### config.mk
export PLATFORM = sky130hd
export DESIGN_NAME = oh_sign_restore
export DESIGN_NICKNAME = d
export VERILOG_FILES = /design/src/rtl/oh_sign_restore_pkg.sv /design/src/rtl/oh_sign_slice.sv /design/src/rtl/oh_sign_restore.sv
export SDC_FILE = /design/constraint.sdc
export NUM_CORES = 1
export LEC_CHECK = 0
export ABC_AREA = 1
export BUFFER_PORTS_ARGS = -buffer_cell sky130_fd_sc_hd__buf_2
export CORE_MARGIN = 2
export CORE_UTILIZATION = 55
export CTS_CLUSTER_DIAMETER = 80
export DETAILED_ROUTE_END_ITERATION = 6
export MAX_ROUTING_LAYER = met4
export PLACE_DENSITY = 0.79
export SLEW_MARGIN = 10
export SYNTH_ARGS = -nofsm -noshare
export SYNTH_HDL_FRONTEND = slang
export SYNTH_SLANG_ARGS = --single-unit
### constraint.sdc
create_clock -name clk -period 1.7 [get_ports clk]
set_input_delay 0.255 -clock clk [delete_from_list [all_inputs] [get_ports clk]]
set_output_delay 0.255 -clock clk [all_outputs]
set_load 0.02 [all_outputs]
### src/rtl/oh_sign_restore_pkg.sv
// -----------------------------------------------------------------------------
// oh_sign_restore_pkg
// Shared types and constant helpers for the slice-serial sign-restore block.
//   state_t    : FSM encoding (IDLE, BUSY, DONE)
//   cnt_width  : width of the slice counter, clog2(N/W) with a floor of 1
//   sat_value  : saturation constant for an n-bit signed range
//                (neg=0 -> 0111..1, neg=1 -> 1000..0), returned MAX_N wide
// -----------------------------------------------------------------------------
package oh_sign_restore_pkg;

   typedef enum logic [1:0] {
      IDLE = 2'd0,
      BUSY = 2'd1,
      DONE = 2'd2
   } state_t;

   localparam int MAX_N = 256;

   function automatic int cnt_width(input int n, input int w);
      int slices;
      slices = n / w;
      return (slices > 2) ? $clog2(slices) : 1;
   endfunction

   function automatic logic [MAX_N-1:0] sat_value(input int n, input logic neg);
      logic [MAX_N-1:0] v;
      v = '0;
      for (int i = 0; i < MAX_N; i++) begin
         if (i == n - 1) begin
            v[i] = neg;
         end else if (i < n - 1) begin
            v[i] = ~neg;
         end else begin
            v[i] = 1'b0;
         end
      end
      return v;
   endfunction

endpackage

### src/rtl/oh_sign_slice.sv
// -----------------------------------------------------------------------------
// oh_sign_slice
// Combinational W-bit slice of a two's-complement negate: optionally inverts
// the magnitude slice and adds the incoming carry.
//   mag       : magnitude slice
//   invert    : 1 = negative operand, invert the slice
//   carry_in  : carry from the previous (less significant) slice
//   slice     : result slice
//   carry_out : carry into the next slice
// -----------------------------------------------------------------------------
module oh_sign_slice #(
   parameter int W = 8
) (
   input  logic [W-1:0] mag,
   input  logic         invert,
   input  logic         carry_in,
   output logic [W-1:0] slice,
   output logic         carry_out
);

   logic [W-1:0] opnd_s;
   logic [W:0]   sum_s;

   // Conditional invert followed by carry-in increment.
   always_comb begin
      if (invert) begin
         opnd_s = ~mag;
      end else begin
         opnd_s = mag;
      end
      sum_s     = {1'b0, opnd_s} + {{W{1'b0}}, carry_in};
      slice     = sum_s[W-1:0];
      carry_out = sum_s[W];
   end

endmodule

### src/rtl/oh_sign_restore.sv
// -----------------------------------------------------------------------------
// oh_sign_restore
// Rebuilds a signed two's-complement value from magnitude + sign, W bits per
// cycle with the carry rippled across cycles. Result after N/W cycles.
//   clk, reset           : clock, synchronous active-high reset
//   in_valid/in_ready    : operand handshake (in_mag, in_sign)
//   out_valid/out_ready  : result handshake (out, overflow)
//   overflow             : result does not fit the N-bit signed range
// Optional build macro OH_SIGN_RESTORE_SAT_EN: overflowing results are
// presented saturated (0111..1 / 1000..0) instead of wrapped.
// -----------------------------------------------------------------------------
module oh_sign_restore
   import oh_sign_restore_pkg::*;
#(
   parameter int N = 32,
   parameter int W = 8
) (
   input  logic         clk,
   input  logic         reset,
   input  logic         in_valid,
   output logic         in_ready,
   input  logic [N-1:0] in_mag,
   input  logic         in_sign,
   output logic         out_valid,
   input  logic         out_ready,
   output logic [N-1:0] out,
   output logic         overflow
);

   localparam int              SLICES = N / W;
   localparam int              CW     = cnt_width(N, W);
   localparam logic [CW-1:0]   LAST   = CW'(SLICES - 1);
   localparam logic [CW-1:0]   ONE    = CW'(1);

`ifdef OH_SIGN_RESTORE_SAT_EN
   localparam logic [MAX_N-1:0] SAT_POS_FULL = sat_value(N, 1'b0);
   localparam logic [MAX_N-1:0] SAT_NEG_FULL = sat_value(N, 1'b1);
   localparam logic [N-1:0]     SAT_POS      = SAT_POS_FULL[N-1:0];
   localparam logic [N-1:0]     SAT_NEG      = SAT_NEG_FULL[N-1:0];
`endif

   state_t          state_r, state_s;
   logic [CW-1:0]   cnt_r;
   logic            carry_r;
   logic            sign_r;
   logic            ovf_r;
   logic [N-1:0]    opnd_r;
   logic [N-W-1:0]  res_r;
   logic [N-1:0]    out_r;
   logic            overflow_r;

   logic            load_s;
   logic            ovf_s;
   logic [W-1:0]    slice_s;
   logic            carry_s;
   logic [N-1:0]    wrap_s;
   logic [N-1:0]    final_s;

   oh_sign_slice #(.W(W)) u_slice (
      .mag       (opnd_r[W-1:0]),
      .invert    (sign_r),
      .carry_in  (carry_r),
      .slice     (slice_s),
      .carry_out (carry_s)
   );

   assign load_s   = in_valid & in_ready;
   assign wrap_s   = {slice_s, res_r};
   assign out      = out_r;
   assign overflow = overflow_r;

   // Overflow of the incoming operand; only 2^(N-1) is legal with the top bit set when negative.
   always_comb begin
      if (in_sign) begin
         ovf_s = in_mag[N-1] & (|in_mag[N-2:0]);
      end else begin
         ovf_s = in_mag[N-1];
      end
   end

   // Value presented once the last slice is done.
   always_comb begin
`ifdef OH_SIGN_RESTORE_SAT_EN
      if (ovf_r) begin
         final_s = sign_r ? SAT_NEG : SAT_POS;
      end else begin
         final_s = wrap_s;
      end
`else
      final_s = wrap_s;
`endif
   end

   // FSM state register.
   always_ff @(posedge clk) begin
      if (reset) begin
         state_r <= IDLE;
      end else begin
         state_r <= state_s;
      end
   end

   // FSM next-state logic.
   always_comb begin
      state_s = state_r;
      case (state_r)
         IDLE: begin
            if (in_valid) state_s = BUSY;
            else          state_s = IDLE;
         end
         BUSY: begin
            if (cnt_r == LAST) state_s = DONE;
            else               state_s = BUSY;
         end
         DONE: begin
            if (out_ready) state_s = in_valid ? BUSY : IDLE;
            else           state_s = DONE;
         end
         default: state_s = IDLE;
      endcase
   end

   // FSM handshake outputs; DONE passes out_ready through for back-to-back accepts.
   always_comb begin
      case (state_r)
         IDLE: begin
            in_ready  = 1'b1;
            out_valid = 1'b0;
         end
         BUSY: begin
            in_ready  = 1'b0;
            out_valid = 1'b0;
         end
         DONE: begin
            in_ready  = out_ready;
            out_valid = 1'b1;
         end
         default: begin
            in_ready  = 1'b0;
            out_valid = 1'b0;
         end
      endcase
   end

   // Operand capture, per-slice shift/carry ripple and result hand-off.
   always_ff @(posedge clk) begin
      if (reset) begin
         cnt_r      <= '0;
         carry_r    <= 1'b0;
         sign_r     <= 1'b0;
         ovf_r      <= 1'b0;
         opnd_r     <= '0;
         res_r      <= '0;
         out_r      <= '0;
         overflow_r <= 1'b0;
      end else if (load_s) begin
         cnt_r      <= '0;
         carry_r    <= in_sign;
         sign_r     <= in_sign;
         ovf_r      <= ovf_s;
         opnd_r     <= in_mag;
      end else if (state_r == BUSY) begin
         // Result enters from the top so the LSB slice ends up at bit 0.
         opnd_r  <= {{W{1'b0}}, opnd_r[N-1:W]};
         res_r   <= wrap_s[N-1:W];
         carry_r <= carry_s;
         if (cnt_r == LAST) begin
            out_r      <= final_s;
            overflow_r <= ovf_r;
         end else begin
            cnt_r <= cnt_r + ONE;
         end
      end else begin
         out_r <= out_r;
      end
   end

endmodule
Word-level counts from Yosys, hierarchy flattened
Cells that the tools add are included.

storage, ports and cells
  bits in registers = 96
  bits in latches = 0
  memory bits (writable) = 0
  memory bits (read-only) = 0
  input port bits = 37
  output and inout port bits = 35
  logic and storage cells = 38
  memories = 0

cells by class
  add/sub/neg operators = 2
  $mul = 0
  divide/modulo/power cells = 0
  order comparisons = 0
  equal/unequal tests = 3
  shift operators = 0
  multiplexer cells = 12
  bitwise operators = 5
  reduce and logical (&&, ||, !) cells = 7

operators with widths
  kind                                                 number
  2-to-1 mux 32 bit                                    2
  OR reduction 31 bit                                  1
  adder 8 x 1 -> 9 bit                                 1
  2-to-1 mux 8 bit                                     1
  NOT 8 bit                                            1
  one-hot mux 2 bit (3 select lines)                   1
  2-to-1 mux 1 bit                                     5
  equality test 2 bit, second input constant           2
  2-to-1 mux 2 bit                                     2
  AND reduction 2 bit                                  2
  AND reduction 3 bit                                  1
  adder 2 x 1 -> 2 bit, second input constant          1
  bitwise AND 1 bit                                    2
  equality test 2 x 1 -> 1 bit, second input constant  1
  logical NOT 2 bit                                    1
  NOT 1 bit                                            2
  one-hot mux 1 bit (2 select lines)                   1
  nonzero test 2 bit                                   1
  OR reduction 2 bit                                   1

Longest topological paths before layout
  depth in word-level cells = 5
  depth in mapped cells = 12

By module
From an unflattened synthesis, not the netlist that was laid out.

unflattened totals
  cell total of the unflattened synthesis = 624
  area, all modules = 4485.6 µm²

by module, submodules not included
  module           times used  cells each  area an instance (µm²)  sequential area each (µm²)
  oh_sign_restore  1           565         4072.7                  1921.8
  oh_sign_slice    1           59          412.9                   0.0

Least setup slack after synthesis
OpenSTA, ideal clock, no wires.

  path type = register to register
  from = register sign_r
  to = register res_r[22]
  library setup time = 109 ps
  data arrival time = 1428 ps
  data required time = 1591 ps
  path slack = 163 ps
  stages on the path, launching flop included = 12
  period minus slack after synthesis = 1537 ps
  cells stage by stage = dfxtp_1 buf_6 xor2_1 ha_1 ha_1 nand3_1 nor2_2 nand2_1 nand2_1 nand3_1 nand2_1 inv_1

between the ends
  word-level cells in the longest chain between the ends = 2

ends and longest elaborated chain
  element                   line                    RTL
  start: declaration        oh_sign_restore.sv:45   logic sign_r;
  start signal: assignment  oh_sign_restore.sv:159  sign_r <= in_sign;
  2-to-1 mux 8 bit          oh_sign_slice.sv:26     if (invert) begin
  adder 8 x 1 -> 9 bit      oh_sign_slice.sv:31     sum_s = {1'b0, opnd_s} + {{W{1'b0}}, carry_in};
  end signal: assignment    oh_sign_restore.sv:165  res_r <= wrap_s[N-1:W];
  end: declaration          oh_sign_restore.sv:48   logic [N-W-1:0] res_r;

Every way passes these cells.
A chain may end at the register's enable or synchronous reset.

Final worst setup path
  from = register sign_r
  to = register out_r[30], in the netlist out[30]

between the ends
  word-level cells in the longest chain between the ends = 2

ends and longest elaborated chain
  element                 line                    RTL
  2-to-1 mux 8 bit        oh_sign_slice.sv:26
  adder 8 x 1 -> 9 bit    oh_sign_slice.sv:31
  end signal: assignment  oh_sign_restore.sv:168  out_r <= final_s;
  end signal: assignment  oh_sign_restore.sv:174  out_r <= out_r;
  end: declaration        oh_sign_restore.sv:49   logic [N-1:0] out_r;

Every way passes these cells.

==> flow_summary.ini <==
[global_route]
track_usage_pct = 23.3
grt_start_max_net_pins = 61
gr-total-overflow = 0
grt_pass1_vias = 3238
grt_pass1_wl_mm = 14.2
antenna_found_initial = 0

[critical_path]
critPathRequiredTime_ns = 1.96
cpMaxStageDelayCell = dfxtp_4
cp_num_buf_inv = 2
cp_cell_sequence = buf_4 -> nand2_1 -> and2_1 -> ha_2 -> nand3_1 -> nor2_2 -> nand2_1 -> nand2_1 -> nand3_1 -> nand2_1 -> inv_1
end_kind = register
slowest_delay_ns = 0.37
crit_fanout = 7
start_kind = register
critPathKind = reg -> reg
cpMostUsedCell = nand2_1
critPathTopFamily = simple AND/OR/NAND/NOR gates
crit_arrival_ns = 1.83

[timing]
setup_violations = 0
slew_viol_final = 0
timing.fmax_mhz = 638
relSlewSlack_pct = 73.7
holdWs_ns = 0.114
clock_skew_ns = 0.0137
min_period_ns = 1.57
max_slew.worst_pin.slew_ns = 0.394
hold_viol = 0
period_share_pct = 92.3

[clocking]
cts_root_buf = clkbuf_8
cts.clk_slew.worst_paths_ns = 0.10
numCtsBuffers = 9
insertion_delay_ns = 0.37
cts_buffer_depth = 2
hold_buffers = 0
cts_sinks = 96
cts_tree = built
htree_levels = 3

[route]
dr.pass1.iters = 5
ant_nets = 0
wl_mm = 8.72
vias_per_cell = 5.19
drcViolationCount = 0
num_vias = 3646
drtIter0Drc = 188
post_drt_wl_per_cell_microns = 12.4

[outcome]
status = completed

[floorplan]
die_x_microns = 89.1
die_y_microns = 89.1
rows = 31
initial_core_util_pct = 55.8
core_area_sq_mm = 0.00714
ios = 72
die-area_sq_mm = 0.00794

[placed_design]
gp_congestion = 0.919
port_buffers = 71
hpwl_mm = 6.16
dpl_cell_area_sq_mm = 0.00438

[final_layout]
final_area_sq_mm = 0.00457
layout-drive-gt1-share_pct = 19.6
layout.nets = 638
antenna_cells = 0
fillers = 662
utilization_pct = 64.1
area_growth_pct = 14.9

[flow_run]
drv_cap = 0

[power]
irDropWorstVdd_mv = 0.460
power_mw = 4.34
p_leak_nw = 2.11
power-per-cell-area_mw_per_mm2 = 948

[yosys]
syn_nets = 577
synth_top_flop_cell = dfxtp_1
synthesis.area_sq_mm = 0.00398
ys_warn_count = 0
syn-instance-count = 537
async_flop_share_pct = 0
synth-seq-cells = 96
ys_types = 32
synth-edff-count = 0
yosysSeqAreaShare_pct = 48.3
avgSynthCellArea_sq_um = 7.41

[worst_hold_path]
min_path_type = in -> reg
-- layer usage --
metal,global-route usage [%],wire length (microns),vias up
met5,-,0,-
met4,9.50,142,0
met3,3.51,401,16
met2,39.3,4310,107
met1,27.8,3870,1670
li1,-,-,1853
-- tightest hold or removal path, delay by kind of cell --
kind	cells	cell delay, ns
compound gates	1	0.06
buf+inv	1	0.09
simple gates	1	0.04
-- kinds of logic after synthesis --
family	synth area share (%)
simple gates	25.2
compound gates	15.8
fa+ha+maj	0.943
xor+xnor	1.10
buf+inv	8.71
flops	48.3
-- worst paths after layout --
path,startpoint,slack (ns),to,depth (start not counted)
hold / removal,in_mag[24],0.11,opnd_r[24]$_SDFFE_PP0P_,3
setup reg to reg,sign_r$_SDFFE_PP0P_,0.13,out[30]$_SDFFE_PP0P_,11
hold reg to reg,cnt_r[1]$_SDFFE_PP0N_,0.47,cnt_r[1]$_SDFFE_PP0N_,2
setup / recovery,sign_r$_SDFFE_PP0P_,0.13,out[30]$_SDFFE_PP0P_,11
-- Yosys cell counts (3+ instances only) --
| master | n | share of area, % |
|---|---|---|
| ha_1 | 3 | 0.94 |
| a31oi_1 | 19 | 3.0 |
| o21ai_0 | 62 | 7.8 |
| inv_2 | 4 | 0.38 |
| a21oi_1 | 25 | 3.1 |
| nand3_1 | 18 | 2.3 |
| dfxtp_1 | 96 | 48 |
| nand4_1 | 4 | 0.63 |
| nor2_1 | 91 | 8.6 |
| buf_6 | 4 | 1.1 |
| nand2_1 | 110 | 10 |
| nor2_2 | 3 | 0.47 |
| buf_2 | 13 | 1.6 |
| nand2_2 | 6 | 0.94 |
| o21a_1 | 4 | 0.75 |
| xnor2_1 | 4 | 0.88 |
| inv_1 | 41 | 3.9 |
| clkbuf_1 | 10 | 0.94 |
-- layout by cell type, fill, tap and decap left out, drive strengths merged --
cell	netlist	routed
nand3b	1	1
xnor2	4	4
nor3b	1	1
a21oi	27	27
a31oi	19	19
dfxtp	96	96
o31ai	1	1
nand2	118	118
inv	47	52
clkinvlp	0	1
clkbuf	10	9
and2	1	1
clkinv	0	1
o21ai	62	62
nand3	18	18
nand4	4	4
buf	19	79
xor2	1	1
ha	3	3
nor2	96	96
o21a	4	4
o22ai	2	2
o21bai	1	1
nor3	2	2
-- sequential cells by signal (all words and copies together), names as in the netlist --
signal / flops
state_r: 2
overflow: 1
carry_r: 1
opnd_r: 32
res_r: 24
ovf_r: 1
cnt_r: 2
sign_r: 1
out: 32
-- where the power goes --
part           total, mW  leakage (nW)  internal [mW]  switching [mW]
clock               1.40        0.0916          0.560           0.841
sequential          2.43         0.784           2.36          0.0719
combinational      0.502          1.23          0.180           0.322
total               4.34          2.11           3.10            1.24
-- layout make-up --
class / count / area, sq um / area share [%]
flip-flops and latches: 96 / 1930 / 42.1
inverters: 47 / 184 / 4.02
clock inverters: 7 / 60.1 / 1.31
well taps: 99 / 124 / 2.71
repair buffers: 79 / 440 / 9.63
multi-input cells: 365 / 1720 / 37.5
clock buffers: 9 / 124 / 2.71
-- what timing repair did --
item,in CTS,in global routing
setup buffers,0,0
setup endpoints to repair,0,5
gates resized for setup,0,3
-- metrics by stage --
stage	setup TNS, ns	cells	setup slack (ns)
4_1_cts	0	702	0.0218
6_report	0	702	0.132
3_3_place_gp	0	686	0.112
2_1_floorplan	0	537	0.163
3_5_place_dp	0	686	0.0468
5_1_grt	-0.0142	702	-0.0130
Note: power is estimated with default switching activity, not from simulation.
